<file path="config.mk">
export PLATFORM = sky130hd
export DESIGN_NAME = sort_sat_counter
export DESIGN_NICKNAME = d
export VERILOG_FILES = /design/src/rtl/sort_sat_counter.sv
export SDC_FILE = /design/constraint.sdc
export NUM_CORES = 1
export LEC_CHECK = 0
export ABC_AREA = 1
export CAP_MARGIN = 20
export CORE_AREA = 2 2 39 41
export DETAILED_ROUTE_END_ITERATION = 7
export DIE_AREA = 0 0 41 43
export DONT_BUFFER_PORTS = 1
export PLACE_DENSITY = 0.62
export RECOVER_POWER = 25
export SLEW_MARGIN = 25
export SYNTH_ARGS = -nofsm -noshare
export SYNTH_HDL_FRONTEND = slang
export SYNTH_SLANG_ARGS = --single-unit
export TNS_END_PERCENT = 5
</file>
<file path="constraint.sdc">
create_clock -name clk -period 1.55 [get_ports clk]
set_input_delay 0.31 -clock clk [delete_from_list [all_inputs] [get_ports clk]]
set_output_delay 0.31 -clock clk [all_outputs]
set_load 0.05 [all_outputs]
</file>
<file path="src/rtl/sort_sat_counter.sv">
// Saturating up-counter with synchronous reset and clear; clear together with inc loads 1.
// Latency: count reflects clr/inc one cycle after they are sampled.
// Backpressure: none; inc is dropped once the count reaches all-ones.
//
// Ports:
//   clk    clock
//   rst    synchronous active-high reset, count -> 0
//   clr    synchronous clear, count -> 0 (or 1 when inc is also high)
//   inc    increment request
//   count  current value, sticks at all-ones
module sort_sat_counter #(
  parameter int W = 8
) (
  input  logic         clk,
  input  logic         rst,
  input  logic         clr,
  input  logic         inc,
  output logic [W-1:0] count
);

  always_ff @(posedge clk) begin
    if (rst) begin
      count <= '0;
    end else if (clr) begin
      // Clear-and-count lets a new run start at 1 in a single cycle.
      count <= inc ? W'(1) : '0;
    end else if (inc && (count != '1)) begin
      count <= count + 1'b1;
    end
  end

endmodule

</file>
# Word level (Yosys, flattened, before mapping)
# Cells that the tools add are included.
[op_classes]
n_addsub = 1
n_mux = 3
n_reduce_logical = 2
eq_ne = 1
[ops]
columns = ["operator", "n"]
rows = [
  ["two-way mux 8 bit", 2],
  ["adder 8 x 1 -> 8 bit, second input constant", 1],
  ["inequality test 8 bit, second input constant", 1],
  ["nonzero test 2 bit", 1],
  ["logical AND 1 bit", 1],
  ["two-way mux 1 bit", 1],
]
[word_totals]
reg_bits = 8
out_inout_bits = 8
input_bits = 4

# Depth between registers and ports, before layout
# Gate-level depths: netlist (run 1).
[logic_depth]
word_depth = 4
ltp_mapped = 9
ltp_nobuf = 9

# Worst setup path after synthesis (run 1)
# OpenSTA, ideal clock, no wires.
[synth_path]
path_kind = "register to register"
startpoint = "reg count[0]"
endpoint = "reg count[5]"
stages_incl_launch_ff = 9
synth_period_minus_slack_ns = 1.687
required_ns = 1.435
setup_slack_ns = -0.137
setup_ns = 0.115
arrival_ns = 1.573
cell_sequence = "dfxtp_1 > ha_1 > nand2_2 > nor2_2 > nand2_4 > nand2_4 > nand2_2 > nor2_1 > nor2_1"
[synth_between]
elab_chain_cells = 3
[synth_rtl]
columns = ["element", "line", "source"]
rows = [
  ["start: declaration", "18", "output logic [W-1:0] count"],
  ["start signal: assignment", "26", "count <= inc ? W'(1) : '0;"],
  ["start signal: assignment", "28", "count <= count + 1'b1;"],
  ["adder 8 x 1 -> 8 bit / inequality test 8 bit (equally long branches)", "28, 27", ""],
  ["two-way mux 8 bit / logical AND 1 bit (equally long branches)", "27", "end else if (inc && (count != '1)) begin"],
  ["two-way mux 8 bit / nonzero test 2 bit (equally long branches)", "n/a", ""],
]
# Parallel ways exist; a longest one is shown, timed or not. The select of a mux whose other input is x is not followed.
# A chain may end at the register's enable or synchronous reset.

# Worst setup path after layout (run 1)
[layout_path]
startpoint = "reg count[0]"
endpoint = "reg count[4]"
# Same word-level chain as after synthesis.

==> summary.txt, run 1 <==
Post-DRT Antenna Nets - 0
Post-Route WL - 1.07 mm
Post-Syn Area - 492 µm²
Worst reg2reg setup slack - 0.22 ns
Met2 WL - 510 µm
Routability cong. - 0.836
Hold_buf cts - 0
Setup CP Type - reg2reg
Setup crit start kind - flop
PwrDens - 752 mW/mm²
Die outline width - 41 µm
Top cell type's share of synthesized area - 32.6%
Crit-path slowest cell - dfxtp_2
Synth area leader - dfxtp_1
Diode count - 0
Via count - 492
Area after DPL - 574 µm²
Slowest cell delay on critical path - 0.33 ns
Pins Over Slew Limit - 0
Synth top cells by count - 16 x nand2_1, 10 x nor2_1, 9 x inv_1, 9 x nand3_1, 8 x dfxtp_1
Clock Latency Late Sink - 0.25 ns
Biggest register - count
Synth top area cells - dfxtp_1 33%, nand2_1 12%, nand3_1 9.2%
DRT iter0 DRCs - 15
DR WL met3 - 83 µm
Final Cycle Share - 85.8%
Crit path DAT - 1.47 ns
Sw Share - 27.9%
Area grow syn2layout - 19.8%
First-pass GRT wire length - 1.68 mm
Initial antenna violation count - 0
Post-CTS setup buffers - 0
All-layer global routing usage - 14.4%
Die height - 43 µm
Sink Count - 8
Static Leak - 0.266 nW
TritonCTS clock tree - done
Max reg flops - 8
Peak VDD IR - 0.421 mV
Top Metal Used - met4
Final #Nets - 93
Top FF cell, synth - dfxtp_1
Synthesized flop and latch total - 8
Max cap viols - 0
Clock buffer depth - 2
Worst hold slack - 0.112 ns
RSZ-0062 raised after global routing - false
Async set or reset register ratio after synthesis - 0%
Final non-filler cell total - 102
Vias in the first global route - 420
Fin. Hold Viols - 0
Clk network pwr share - 36.5%
Drt first pass iters - 5
Post-Syn Area per Cell - 6.56 µm²
Fillers - 148
CP bufs+invs - 0
Largest net degree at the start of global routing - 9
Initial Utilization - 35.5%
Hold Path Class - in2reg
Synth cell types - 18
FMAX - 752 MHz
Placed Cells - 99
Layout cells sized above 1 - 25.6%
Die area - 0.00176 mm²
Root buf cell - clkbuf_4
Outcome - complete, no violations
# H-tree levels - 1
Port Buf Inserts - 0
Fin crit period - 1.33 ns
Relative max-transition margin - 78.8%
Worst setup EP type - flop
Int Power - 319 µW
Sequential Power Share - 48.6%
Net Switching - 124 µW
CP Data Required Time - 1.69 ns
Worst path cell trace - ha_1 > nand2_2 > nor2_2 > nand2_4 > nand2_4 > nand2_2 > nand2_1 > a21oi_1
Clock-pin transition on the worst setup and hold timing paths - 0.05 ns
Largest registers - count x8
DR WL/cell - 10.4 µm
DRT met1 WL - 458 µm
Critical path fanouts, max - 6
Cell Rows - 14
Most common cell in the synthesized netlist - nand2_1
GRT Residual Overflow - 0
Slew @ Worst Pin - 0.317 ns
Comb power frac - 14.9%
Fin util - 42.6%
I/O Pins - 12
Setup TNS - 0 ns
Gates resized, CTS repair - 0
CP top delay family - simple AND/OR/NAND/NOR gates
Final Skew - 0.000401 ns
Post-synth EDFFs - 0
Post-synthesis sequential area ratio - 32.6%
DRC - 0
Vias per inst - 4.82
Core Area - 0.00138 mm²
Total CTS buffers - 3
Final instance area - 589 µm²
Syn Inst Count - 75
# setup viols final - 0
Yosys warning count - 0
HPWL after DPL - 842 µm
Post-Syn Nets - 80
==> final timing paths <==
path | from | end | cells after the start
setup / recovery | count[0] | count[4] | 8
hold / removal | rst | count[0] | 1
setup reg to reg | count[0] | count[4] | 8
hold reg to reg | count[2] | count[2] | 2
==> metal layers <==
metal,GRT usage (%),vias to the layer above
met3,8.38,2
met1,17.4,208
met2,20.0,16
met5,0,-
li1,-,266
met4,6.00,0
==> cell type report <==
class	instances	area [µm²]	share of cell area [%]
well taps	16	20.0	3.40
inverters	10	37.5	6.37
repair buffers	8	52.6	8.92
clock buffers	3	22.5	3.82
multi-input cells	57	294	49.9
flip-flops and latches	8	163	27.6
==> cell usage in the layout, fill, tap and decap left out <==
| master | n |
|---|---|
| a21oi_1 | 5 |
| nor2_4 | 1 |
| clkbuf_2 | 3 |
| nand2_4 | 2 |
| ha_1 | 1 |
| nor3_1 | 1 |
| nand4_1 | 3 |
| inv_2 | 1 |
| nand3b_1 | 1 |
| nor2_1 | 10 |
| a21oi_2 | 1 |
| clkbuf_4 | 3 |
| nor2_2 | 1 |
| dfxtp_2 | 2 |
| o21ai_1 | 1 |
| o21ai_0 | 2 |
| nand2_1 | 16 |
| nand3_1 | 9 |
| dfxtp_1 | 6 |
| inv_1 | 9 |
| buf_4 | 5 |
| nand2_2 | 3 |
==> kinds of logic (layout without fill, tap and decap cells) <==
family / after synthesis / count (layout) / synth area share [%]
flip-flops: 8 / 8 / 32.6
buffers and inverters: 10 / 21 / 7.63
AO/OA/AOI/OAI: 9 / 9 / 9.92
AND/OR/NAND/NOR: 47 / 47 / 47.3
adder cells (fa/ha/maj): 1 / 1 / 2.54
==> per-stage QoR <==
stage / setup slack [ns] / total power [mW]
floorplan: 0.0395 / 0.271
global placement: 0.245 / 0.286
detailed placement: 0.229 / 0.287
CTS: 0.227 / 0.453
global route: 0.0858 / 0.472
finish: 0.220 / 0.443
==> power groups by stage <==
stage	Clock (mW)	Sequential, mW	Combinational (mW)
4_1_cts	0.170	0.215	0.0673
2_1_floorplan	0	0.242	0.0289
5_1_grt	0.185	0.216	0.0718
3_3_place_gp	0	0.220	0.0669
6_report	0.162	0.215	0.0659
3_5_place_dp	0	0.220	0.0673
Note: power is estimated with default switching activity, not from simulation.
==> run 2, diff against run 1 <==
- HOLD_SLACK_MARGIN: default -> 0.12
==> summary.txt, run 2 (same netlist as run 1, synthesis figures left out) <==
Worst slack, placed - 0.229 ns (unchanged)
Int Power - 321 µW (+0.57%)
Post-DRT Antenna Nets - 0 (unchanged)
Power Total - 448 µW (+1.1%)
Total CTS buffers - 3 (unchanged)
# setup viols final - 0 (unchanged)
I/O Pins - 12 (unchanged)
Commonest non-fill, non-tap cell in the layout - nand2_1
Fillers - 147 (-0.68%)
Initial Utilization - 35.5% (unchanged)
Vias in the first global route - 423 (+0.71%)
Clock buffer depth - 2 (unchanged)
Clock-pin transition on the worst setup and hold timing paths - 0.06 ns (about the same)
Crit path DAT - 1.47 ns (about the same)
DRT iter0 DRCs - 7 (-8)
Area after DPL - 574 µm² (unchanged)
Worst path cell trace - ha_1 > nand2_2 > nor2_2 > nand2_4 > nand2_4 > nand2_2 > nand2_1 > a21oi_1
Vias per inst - 4.71 (-2.4%)
Initial antenna violation count - 0 (unchanged)
Routability cong. - 0.836 (unchanged)
HPWL after DPL - 842 µm (unchanged)
DRC - 0 (unchanged)
Max cap viols - 0 (unchanged)
Slew @ Worst Pin - 0.318 ns (+0.000854 ns)
Most frequent cells in the layout - 16 x nand2_1, 10 x nor2_1, 9 x inv_1, 9 x nand3_1, 6 x dfxtp_1
Worst setup EP type - flop
Crit-path slowest cell - dfxtp_2
Fin util - 43.3% (+0.72 points)
Final instance area - 599 µm² (+1.7%)
Drt first pass iters - 3 (-2)
Final Skew - 0.000511 ns (+0.000110 ns)
Clk network pwr share - 36.6% (about the same)
Peak VDD IR - 0.424 mV (+0.66%)
GRT Residual Overflow - 0 (unchanged)
Final #Nets - 94 (+1.1%)
Core Area - 0.00138 mm² (unchanged)
Slowest cell delay on critical path - 0.33 ns (about the same)
Setup TNS - 0 ns (unchanged)
Final Cycle Share - 85.3% (-0.55 points)
Setup ws final - 0.228 ns (+0.00858 ns)
RSZ-0062 raised after global routing - false
Fin. Hold Viols - 0 (unchanged)
Cell Rows - 14 (unchanged)
Static Leak - 0.270 nW (+1.6%)
Layout cells sized above 1 - 25.3% (-0.29 points)
Sw Share - 28.3% (+0.40 points)
CP top delay family - simple AND/OR/NAND/NOR gates
Port Buf Inserts - 0 (unchanged)
DR WL/cell - 10.3 µm (-1.4%)
Largest net degree at the start of global routing - 9 (unchanged)
Biggest register - count
First-pass GRT wire length - 1.70 mm (+1.3%)
Die outline width - 41 µm (unchanged)
Setup crit start kind - flop
Sequential Power Share - 48.1% (-0.5 points)
Relative max-transition margin - 78.8% (about the same)
Largest registers - count x8
Sink Count - 8 (unchanged)
# H-tree levels - 1 (unchanged)
Critical path fanouts, max - 6 (unchanged)
PwrDens - 747 mW/mm² (-0.56%)
Post-Route WL - 1.06 mm (-0.47%)
Die area - 0.00176 mm² (unchanged)
Hold Path Class - in2reg
CP Data Required Time - 1.70 ns (about the same)
Area grow syn2layout - 21.9%
Post-CTS setup buffers - 0 (unchanged)
Outcome - complete, no violations
Setup CP Type - reg2reg
Diode count - 0 (unchanged)
Root buf cell - clkbuf_4
Clock Latency Late Sink - 0.26 ns (about the same)
CP bufs+invs - 0 (unchanged)
Max reg flops - 8 (unchanged)
Comb power frac - 15.3% (+0.4 points)
Via count - 485 (-1.4%)
Gates resized, CTS repair - 0 (unchanged)
All-layer global routing usage - 14.6% (+0.20 points)
Die height - 43 µm (unchanged)
Net Switching - 127 µW (+2.6%)
FMAX - 757 MHz (+0.65%)
Pins Over Slew Limit - 0 (unchanged)
TritonCTS clock tree - done
Fin crit period - 1.32 ns (-0.00858 ns)
[run 2: power by group through the flow]
stage	Clock [mW]	Combinational, mW	Sequential, mW
finish	0.164	0.0685	0.215
global route	0.185	0.0746	0.216
detailed placement	0	0.0673	0.220
global placement	0	0.0669	0.220
CTS	0.170	0.0701	0.215
floorplan	0	0.0289	0.242
[run 2: final cells by class]
cell class | count | area [µm²] | share of cell area [%]
clock buffer | 3 | 22.5 | 3.76
multi-input combinational | 57 | 294 | 49.1
inverter | 10 | 37.5 | 6.26
sequential | 8 | 163 | 27.1
tap | 16 | 20.0 | 3.34
timing repair buffer | 9 | 62.6 | 10.4
[run 2: through the flow]
step | hold WS, ns | cells
2_1_floorplan | 0.372 | 75
3_3_place_gp | 0.376 | 99
3_5_place_dp | 0.378 | 99
4_1_cts | 0.225 | 103
5_1_grt | 0.223 | 103
6_report | 0.228 | 103
[run 2: worst min-delay path: stages]
cell,delay [ns]
inv_1,0.03
nand2_1,0.07
a21oi_2,0.03
[run 2: path summary, 6_finish.rpt]
path | from | to | slack [ns] | cells past startpoint
setup / recovery | count[0] | count[4] | 0.23 | 8
hold / removal | rst | count[7] | 0.23 | 3
setup reg to reg | count[0] | count[4] | 0.23 | 8
hold reg to reg | count[2] | count[2] | 0.55 | 2
[run 2: routing by layer]
layer,share of wire (%),wire length [µm],GRT usage (%)
met1,46,488,17.7
met2,47,501,20.6
met3,5.3,56,7.85
met4,1.2,13,6.00
met5,0,0,0
[run 2: repair_timing]
| item | CTS | global route |
|---|---|---|
| hold buffers | 1 | 0 |
| endpoints found under the hold margin | 3 | 0 |
| setup endpoints to repair | 0 | 0 |
==> run 3, diff against run 2 <==
- ABC_AREA: 1 -> default
- PLACE_DENSITY: 0.62 -> 0.58
==> summary.txt, run 3 <==
PwrDens - 722 mW/mm² (-3.4%)
# H-tree levels - 1 (unchanged)
Setup TNS - 0 ns (unchanged)
RSZ-0062 raised after global routing - false
Static Leak - 0.236 nW (-12%)
Net Switching - 103 µW (-19%)
Fin util - 42.0% (-1.3 points)
Post-synthesis sequential area ratio - 36.1% (+3.5 points)
Top cell type's share of synthesized area - 36.1% (+3.5 points)
Yosys warning count - 0 (unchanged)
Vias per inst - 5.69 (+21%)
Outcome - complete, no violations
Largest registers - count x8
Initial Utilization - 32.1% (-3.4 points)
Clock Latency Late Sink - 0.26 ns (about the same)
TritonCTS clock tree - done
Worst slack, placed - 0.216 ns (-0.0135 ns)
Initial antenna violation count - 0 (unchanged)
Sequential Power Share - 50.7% (+2.6 points)
RR Startpoint - count[5]
Final Skew - 0.00444 ns (+0.00393 ns)
Routability cong. - 0.782 (-6.4%)
Post-Route WL - 1.08 mm (+2.2%)
Die height - 43 µm (unchanged)
Async set or reset register ratio after synthesis - 0% (unchanged)
Synth top cells by count - 8 x dfxtp_1, 5 x nand2_1, 4 x a21oi_1, 4 x a31oi_1, 4 x inv_1
Port Buf Inserts - 0 (unchanged)
Post-CTS setup buffers - 0 (unchanged)
Critical path fanouts, max - 7 (+1)
Relative max-transition margin - 67.9% (-11 points)
Synth top area cells - dfxtp_1 36%, mux2i_1 6.8%, a31oi_1 5.6%
Die outline width - 41 µm (unchanged)
Most common cell in the synthesized netlist - dfxtp_1
Post-Syn Area per Cell - 8.38 µm² (+28%)
Max cap viols - 0 (unchanged)
GRT Residual Overflow - 0 (unchanged)
Die area - 0.00176 mm² (unchanged)
CP Data Required Time - 1.74 ns (+0.04 ns)
Sw Share - 24.6% (-3.8 points)
Gates resized, CTS repair - 0 (unchanged)
Fin. Hold Viols - 0 (unchanged)
HPWL after DPL - 798 µm (-5.2%)
Fin crit period - 1.36 ns (+0.0345 ns)
Final #Nets - 75 (-20%)
Clk network pwr share - 39.5% (+2.9 points)
Via count - 478 (-1.4%)
Most frequent cells in the layout - 6 x dfxtp_1, 6 x buf_4, 5 x nand2_1
Vias in the first global route - 371 (-12%)
Fillers - 147 (unchanged)
All-layer global routing usage - 14.0% (-0.57 points)
Post-Syn Area - 444 µm² (-9.7%)
I/O Pins - 12 (unchanged)
Synth cell types - 25 (+7)
Top FF cell, synth - dfxtp_1
Crit path DAT - 1.54 ns (+0.07 ns)
Final non-filler cell total - 84 (-18%)
Post-synth EDFFs - 0 (unchanged)
Worst hold slack - 0.130 ns (-0.0977 ns)
Syn Inst Count - 53 (-29%)
First-pass GRT wire length - 1.63 mm (-4.1%)
Synth area leader - dfxtp_1
Diode count - 0 (unchanged)
Power Total - 420 µW (-6.2%)
Setup crit start kind - flop
Cell Rows - 14 (unchanged)
Area grow syn2layout - 31.0%
Drt first pass iters - 6 (+3)
Final instance area - 582 µm² (-2.9%)
Setup ws final - 0.194 ns (-0.0345 ns)
Post-Syn Nets - 58 (-28%)
Comb power frac - 9.8% (-5.5 points)
Slew @ Worst Pin - 0.480 ns (+0.162 ns)
Pins Over Slew Limit - 0 (unchanged)
Core Area - 0.00138 mm² (unchanged)
DRT iter0 DRCs - 11 (+4)
DRC - 0 (unchanged)
Clock-pin transition on the worst setup and hold timing paths - 0.06 ns (about the same)
Final Cycle Share - 87.5% (+2.2 points)
Post-DRT Antenna Nets - 0 (unchanged)
Peak VDD IR - 0.306 mV (-28%)
Sink Count - 8 (unchanged)
CP Launch Point - count[5]
Hold_buf cts - 2 (+1)
Max reg flops - 8 (unchanged)
Area after DPL - 527 µm² (-8.3%)
Layout cells sized above 1 - 23.5% (-1.8 points)
Placed Cells - 77 (-22%)
Clock buffer depth - 2 (unchanged)
# setup viols final - 0 (unchanged)
Setup CP Type - reg2reg
Worst setup EP type - flop
Int Power - 317 µW (-1.3%)
FMAX - 737 MHz (-2.5%)
Root buf cell - clkbuf_4
Hold Path Class - in2reg
Largest net degree at the start of global routing - 9 (unchanged)
Hold_sp - rst
Total CTS buffers - 3 (unchanged)
Biggest register - count
DR WL/cell - 12.9 µm (+25%)
Synthesized flop and latch total - 8 (unchanged)
-- run 3: kinds of logic (layout without fill, tap and decap cells) --
family                     Yosys count  after routing  share of synthesized area (%)
AOI/OAI and AO/OA                   15             15                           22.3
adders and majority gates            1              1                           2.82
muxes                                3              3                           6.76
and+or+nand+nor                     21             21                           27.1
DFF                                  8              8                           36.1
buffers and inverters                5             20                           5.07
-- run 3: metal layers --
layer / GRT usage (%) / up-vias / share of wire, %
met2: 16.3 / 21 / 40
met3: 4.19 / 5 / 7.9
met5: 0 / - / 0
met1: 19.7 / 213 / 48
li1: - / 239 / -
met4: 12.0 / 0 / 3.9
-- run 3: final timing paths --
path | endpoint | slack (ns) | depth (start not counted)
max | count[1] | 0.19 | 4
min | count[5] | 0.13 | 1
max reg2reg | count[1] | 0.19 | 4
min reg2reg | count[1] | 0.49 | 2
-- run 3: cell type report --
| type | instances | area, µm² | share of cell area, % |
|---|---|---|---|
| flip-flops and latches | 8 | 163 | 28.0 |
| inverters | 4 | 15.0 | 2.58 |
| multi-input cells | 40 | 262 | 44.9 |
| well taps | 16 | 20.0 | 3.44 |
| clock buffers | 3 | 22.5 | 3.87 |
| repair buffers | 13 | 100 | 17.2 |
-- run 3: critical path, stage by stage, from the launching register on --
cell	delay, ns
dfxtp_1	0.30
clkbuf_2	0.29
and4_1	0.28
a31oi_1	0.21
mux2i_1	0.20
-- run 3: power by group through the flow --
| stage | combinational [mW] | clock, mW | sequential, mW |
|---|---|---|---|
| finish | 0.0411 | 0.166 | 0.213 |
| global route | 0.0445 | 0.183 | 0.214 |
| detailed placement | 0.0349 | 0 | 0.218 |
| global placement | 0.0350 | 0 | 0.217 |
| CTS | 0.0391 | 0.171 | 0.213 |
| floorplan | 0.0163 | 0 | 0.228 |
